### src/rtl/predecode_register.sv
// ---------------------------------------------------------------------------
// predecode_register
//
// Opcode latch and interrupt injector feeding instruction_decode. On each
// accepted fetch it latches the opcode byte from the data bus. If a reset,
// NMI or IRQ is waiting, it latches BRK_OPCODE instead and holds the PC. A
// three-state sequencer (S_RESET / S_RUN / S_INT) tracks the interrupt
// sequence until the decoder reports that the vector load has finished.
//
// Ports
//   clk          system clock, rising edge
//   res          asynchronous reset, active-low
//   rdy          global ready; low freezes everything except NMI edge capture
//   data_bus_in  external data bus byte
//   fetch        opcode-fetch strobe from the decoder
//   int_done     decoder pulse: interrupt vector loaded
//   irq          interrupt request, active-low level
//   nmi          non-maskable interrupt, active-low, falling-edge
//   i_flag       interrupt-disable flag
//   instruction  opcode presented to the decoder
//   opcode_valid one-cycle pulse after each accepted load
//   pc_hold      high while the latched opcode is an injected BRK
//   int_active   high during the interrupt sequence
//   vector_sel   00 none, 01 NMI, 10 RES, 11 IRQ
// ---------------------------------------------------------------------------
module predecode_register #(
    parameter logic [7:0] BRK_OPCODE = 8'h00
) (
    input  logic       clk,
    input  logic       res,
    input  logic       rdy,
    input  logic [7:0] data_bus_in,
    input  logic       fetch,
    input  logic       int_done,
    input  logic       irq,
    input  logic       nmi,
    input  logic       i_flag,
    output logic [7:0] instruction,
    output logic       opcode_valid,
    output logic       pc_hold,
    output logic       int_active,
    output logic [1:0] vector_sel
);

    typedef enum logic [1:0] {
        S_RESET = 2'd0,
        S_RUN   = 2'd1,
        S_INT   = 2'd2
    } state_t;

    localparam logic [1:0] VEC_NONE = 2'b00;
    localparam logic [1:0] VEC_NMI  = 2'b01;
    localparam logic [1:0] VEC_RES  = 2'b10;
    localparam logic [1:0] VEC_IRQ  = 2'b11;

    state_t     state;
    state_t     state_next;
    state_t     eval_state;
    logic [7:0] instruction_next;
    logic       opcode_valid_next;
    logic       pc_hold_next;
    logic       int_active_next;
    logic [1:0] vector_sel_next;
    logic       nmi_prev;
    logic       nmi_pending;
    logic       nmi_pending_next;
    logic       nmi_taken;
    logic       nmi_edge;
    logic       irq_req;

    assign nmi_edge = nmi_prev & ~nmi;
    assign irq_req  = ~irq & ~i_flag;

    // A new edge always lands in pending; only the registered pending flag
    // is consumed by a fetch, so an edge on the fetch clock waits one fetch.
    assign nmi_pending_next = nmi_edge | (nmi_pending & ~nmi_taken);

    always_comb begin
        state_next        = state;
        eval_state        = state;
        instruction_next  = instruction;
        opcode_valid_next = 1'b0;
        pc_hold_next      = pc_hold;
        int_active_next   = int_active;
        vector_sel_next   = vector_sel;
        nmi_taken         = 1'b0;

        if (rdy) begin
            // int_done is retired first so a coincident fetch is judged
            // as if the sequencer were already back in S_RUN.
            if (state == S_INT && int_done) begin
                eval_state      = S_RUN;
                state_next      = S_RUN;
                int_active_next = 1'b0;
                vector_sel_next = VEC_NONE;
                pc_hold_next    = 1'b0;
            end

            if (fetch) begin
                case (eval_state)
                    S_RESET: begin
                        instruction_next  = BRK_OPCODE;
                        opcode_valid_next = 1'b1;
                        vector_sel_next   = VEC_RES;
                        pc_hold_next      = 1'b1;
                        int_active_next   = 1'b1;
                        state_next        = S_INT;
                    end
                    S_RUN: begin
                        opcode_valid_next = 1'b1;
                        if (nmi_pending) begin
                            instruction_next = BRK_OPCODE;
                            nmi_taken        = 1'b1;
                            vector_sel_next  = VEC_NMI;
                            pc_hold_next     = 1'b1;
                            int_active_next  = 1'b1;
                            state_next       = S_INT;
                        end else if (irq_req) begin
                            instruction_next = BRK_OPCODE;
                            vector_sel_next  = VEC_IRQ;
                            pc_hold_next     = 1'b1;
                            int_active_next  = 1'b1;
                            state_next       = S_INT;
                        end else begin
                            instruction_next = data_bus_in;
                            vector_sel_next  = VEC_NONE;
                            pc_hold_next     = 1'b0;
                        end
                    end
                    default: begin
                        // S_INT: fetches are ignored until int_done.
                    end
                endcase
            end
        end
    end

    always_ff @(posedge clk or negedge res) begin
        if (!res) begin
            state        <= S_RESET;
            instruction  <= 8'h00;
            opcode_valid <= 1'b0;
            pc_hold      <= 1'b1;
            int_active   <= 1'b0;
            vector_sel   <= VEC_RES;
            nmi_prev     <= 1'b1;
            nmi_pending  <= 1'b0;
        end else begin
            state        <= state_next;
            instruction  <= instruction_next;
            opcode_valid <= opcode_valid_next;
            pc_hold      <= pc_hold_next;
            int_active   <= int_active_next;
            vector_sel   <= vector_sel_next;
            nmi_prev     <= nmi;
            nmi_pending  <= nmi_pending_next;
        end
    end

endmodule

### config.mk
export PLATFORM = sky130hd
export DESIGN_NAME = predecode_register
export DESIGN_NICKNAME = d
export VERILOG_FILES = /design/src/rtl/predecode_register.sv
export SDC_FILE = /design/constraint.sdc
export NUM_CORES = 1
export LEC_CHECK = 0
export BUFFER_PORTS_ARGS = -buffer_cell sky130_fd_sc_hd__buf_2
export CORE_MARGIN = 4
export CORE_UTILIZATION = 40
export CTS_BUF_LIST = sky130_fd_sc_hd__clkbuf_4 sky130_fd_sc_hd__clkbuf_8 sky130_fd_sc_hd__clkbuf_16
export CTS_CLUSTER_DIAMETER = 60
export CTS_CLUSTER_SIZE = 28
export DETAILED_ROUTE_END_ITERATION = 10
export PLACE_DENSITY = 0.69
export RECOVER_POWER = 100
export SYNTH_ARGS = -nofsm -noshare
export SYNTH_HDL_FRONTEND = slang
export SYNTH_SLANG_ARGS = --single-unit
### constraint.sdc
create_clock -name clk -period 1.56 [get_ports clk]
set_clock_uncertainty 0.15 [all_clocks]
set_input_delay 0.468 -clock clk [delete_from_list [all_inputs] [get_ports clk]]
set_output_delay 0.468 -clock clk [all_outputs]
set_load 0.02 [all_outputs]
Word level (Yosys, flattened, before mapping)
Cells that the tools add are included.
{"block": "totals", "elab_cells": 54, "ramBits": 0, "romBits": 0, "n_memories": 0, "register_bits": 17, "latchBits": 0, "inputBits": 16, "out_inout_bits": 13}
{"block": "classes", "magnitude_cmp": 0, "div": 0, "bitwise": 8, "n_mux": 31, "n_reduce_logical": 5, "n_shift": 0, "eq_ne": 2, "multipliers": 0, "add_sub_neg": 0}
{"op": "2-bit 2-to-1 mux", "count": 9}
{"op": "8-bit 2-to-1 mux", "count": 2}
{"op": "8-bit case mux with 2 select lines", "count": 1}
{"op": "1-bit 2-to-1 mux", "count": 15}
{"op": "2-bit case mux with 2 select lines", "count": 2}
{"op": "1-bit inverter", "count": 4}
{"op": "1-bit case mux with 2 select lines", "count": 2}
{"op": "1-bit bitwise AND", "count": 3}
{"op": "3-bit AND reduction", "count": 1}
{"op": "2-bit by 1-bit equality test with 1-bit output, second input constant", "count": 1}
{"op": "2-bit equality test, second input constant", "count": 1}
{"op": "2-bit logical NOT", "count": 1}
{"op": "2-bit nonzero test", "count": 1}
{"op": "2-bit OR reduction", "count": 1}
{"op": "1-bit logical AND", "count": 1}
{"op": "1-bit OR", "count": 1}

Longest topological paths before layout
{"block": "depth", "ltp_word": 11, "ltp_mapped": 5, "depth_no_buf": 4}

Least setup slack after synthesis
OpenSTA, ideal clock, no wires.
{"block": "synth_path", "path_kind": "reg2reg", "from": "register state[0]", "to": "register instruction[1]", "setup_time_ns": 0.121, "path_stages_with_launch": 6, "t_arrival_ns": 1.188, "synth_period_minus_slack_ns": 1.459, "t_required_ns": 1.289, "path_slack_ns": 0.101, "path_buffers": 2, "cell_sequence": "dfrtp_1 > nand2b_4 > buf_6 > a21o_4 > buf_6 > a22o_1"}
{"block": "synth_between", "elab_chain_len": 7, "word_cells_on_any_way": 9, "classes_between": "eq/ne: 2; mux: 3; reduce/logical: 4"}
{"item": "start: declaration", "line": "56", "rtl": "state_t state;"}
{"item": "start signal: assignment", "line": "149", "rtl": "state <= state_next;"}
{"item": "2-bit equality test", "line": "91", "rtl": "if (state == S_INT && int_done) begin"}
{"item": "1-bit logical AND", "line": "91"}
{"item": "2-bit 2-to-1 mux (*)", "line": "91"}
{"item": "2-bit 2-to-1 mux (*)", "line": "88", "rtl": "if (rdy) begin"}
{"item": "2-bit by 1-bit equality test with 1-bit output or 2-bit logical NOT (tied branches)", "line": "100", "rtl": "case (eval_state)"}
{"item": "2-bit nonzero test (no line)"}
{"item": "3-bit AND reduction (no line)"}
{"item": "end signal: assignment", "line": "150", "rtl": "instruction <= instruction_next;"}
{"item": "end: declaration", "line": "38", "rtl": "output logic [7:0] instruction,"}
Every way passes the cells marked *; elsewhere a longest branch is shown, timed or not. The select of a mux whose other input is x is not followed.
A chain may end at the register's enable or synchronous reset.

Worst setup path after layout
{"block": "layout_path", "from": "register vector_sel[1]", "to": "output port vector_sel[1]"}
{"item": "start: declaration", "line": "42", "rtl": "output logic [1:0] vector_sel"}
{"item": "start signal: assignment", "line": "154", "rtl": "vector_sel <= vector_sel_next;"}
No word-level cell between the ends.

==> metrics.csv <==
metric,value,unit
status,"complete, no violations",
Max Fclk,642,MHz
"commonest non-fill, non-tap cells in the layout","buf_2 (14), dfrtp_1 (14), clkbuf_2 (11)",
post-route ant nets,0,
critical path's slowest cell,dfstp_2,
Yosys top cell by area,dfrtp_1,
Sequential Area,429,sq um
Synth Instances,66,
number of CTS-inserted buffers,3,
DRT Pass-1 Iters,4,
initial antenna violation count,0,
Post-DP HPWL,1330,um
pwr/cell area,1480,nW/um^2
number of fill cells,177,
"Reg clk slew, reported paths",90,ps
critical path startpoint category,register,
placed inst area,987,sq um
Pwr Total,1.53,mW
first-pass GRT wire length,2950,um
TritonCTS clock tree,built,
Peak VDD IR,822,uV
Initial Util,0.443,
Final Hold Violating Endpoints,0,
Clock Sinks,17,
CP Max Fanout,2,
area taken by multi-input logic gates,304,sq um
Port Buffer Count,28,
hold path start,nmi,
I/O pin cnt,29,
Placer Congestion,0.726,
Yosys top cell area share,0.439,
Antenna Cells,0,
Slew @ Worst Pin,407,ps
worst r2r path cells,3,
fin. max-slew vios,0,
DR WL/cell,14.0,um
sequential share of the synthesized area,0.538,
Setup WS pre-CTS,-65.5,ps
design area,1040,sq um
Setup-failing EPs final,0,
largest net degree at the start of global routing,18,
All-Layer GR Usage,0.148,
CTS root buf,clkbuf_4,
synthesized area,798,sq um
clk buf depth,2,
Setup TNS,0,ps
unrepaired setup endpoints after global routing,true,
vias in the first global route,624,
die area,2770,sq um
via count,652,
Syn Nets,82,
Row Count,15,
Required @ worst endpoint,940,ps
# placed instances,122,
leakage power,0.548,nW
HP Class,input port to register,
"FF+latch count, synth",17,
Layout Nets,119,
Max Cap Viol,0,
die height,52.7,um
synthesis warning total,0,
GRT Residual Overflow,0,
Crit path depth,1,
final worst slack,1.64,ps
Tmin final,1560,ps
floorplan core area,1800,sq um
Chip Width,52.7,um
iteration-0 DRC count of the detailed router,7,
share of post-route cells with drive strength above 1,0.441,
crit path capture type,output pin,
fin crit share,0.999,
"Buf+Inv Stages, Crit Path",1,
Layout Utilization,0.576,
Synth-to-Final Area Change,30.1,%
DR vias/cell,5.13,
delay of the slowest cell on the worst path,550,ps
synth top area cells,"dfrtp_1 (44%), dfstp_2 (9.9%), a22o_1 (7.7%)",
fin cells,127,
crit path launch,vector_sel[1]$_DFFE_PN1P_,
RR Startpoint,state[1]$_DFFE_PN0P_,
H-Tree Depth,1,
worst path arrival time,940,ps
clk_lat worst skew,280,ps
synth unique cells,27,
Mapped Avg Cell Area,12.1,sq um
total wire length,1780,um
kind of critical path,register to output pin,
# DRC,0,
Worst Hold Depth,1,
Slew HR,0.728,
final hold slack,134,ps
critical-path cell list,buf_6,
CP top delay family,flip-flops,
==> cells in the mapped netlist, drive strengths merged <==
cell    number
and3         1
buf          3
mux2i        1
o21ba        1
nand4b       1
a32o         2
nand2b       1
and3b        1
a31o         1
a211oi       6
a221oi       1
dfrtp       14
inv         10
o22a         1
dfstp        3
nand2        2
a22o         7
and2         1
o21ai        1
o21a         1
nor2b        1
a21o         3
o32ai        1
or2          1
o31a         1
==> cells by family after synthesis <==
group / after synthesis / share of synthesized area
flops: 17 / 0.538
compound gates: 26 / 0.287
mux: 1 / 0.0125
simple gates: 9 / 0.0815
buf+inv: 13 / 0.0815
==> power breakdown <==
part / leakage (nW) / switching (mW) / total (mW) / internal [mW]
Combinational: 0.318 / 0.332 / 0.626 / 0.294
Sequential: 0.212 / 0.0860 / 0.659 / 0.573
Clock: 0.0184 / 0.131 / 0.248 / 0.117
==> worst paths after layout <==
kind,slack [ps],to
max in group asynchronous,450,pc_hold$_DFFE_PN1P_
min reg2reg,340,int_active$_DFFE_PN0P_
min in group asynchronous,490,instruction[7]$_DFFE_PN0P_
min,130,nmi_prev$_DFF_PN1_
max,2,vector_sel[1]
max reg2reg,60,instruction[6]$_DFFE_PN0P_
==> routing by layer <==
layer | share of wire | GRT usage | vias to the layer above | routed length [um]
met5 | 0 | 0 | - | 0
met4 | 0.0067 | 0.0511 | 0 | 12
met3 | 0.048 | 0.0256 | 2 | 86
met2 | 0.52 | 0.260 | 18 | 930
met1 | 0.42 | 0.180 | 314 | 749
li1 | - | - | 318 | -
==> repair_timing <==
item,4_1_cts,5_1_grt
gates resized for setup,4,1
hold buffers,1,0
endpoints found under the setup margin,2,4
buffers inserted,0,0
hold endpoints to repair,14,0
==> sequential cells by signal (all words and copies together), names as in the netlist <==
signal / count
pc_hold: 1
instruction: 8
nmi_prev: 1
vector_sel: 2
opcode_valid: 1
state: 2
nmi_pending: 1
int_active: 1
==> layout make-up <==
type	instances	area share
tap	25	0.0301
clock buffer	4	0.0289
sequential	17	0.413
timing repair buffer	35	0.199
multi-input combinational	36	0.293
inverter	10	0.0361
No activity file was read; power rests on OpenSTA's default activity.
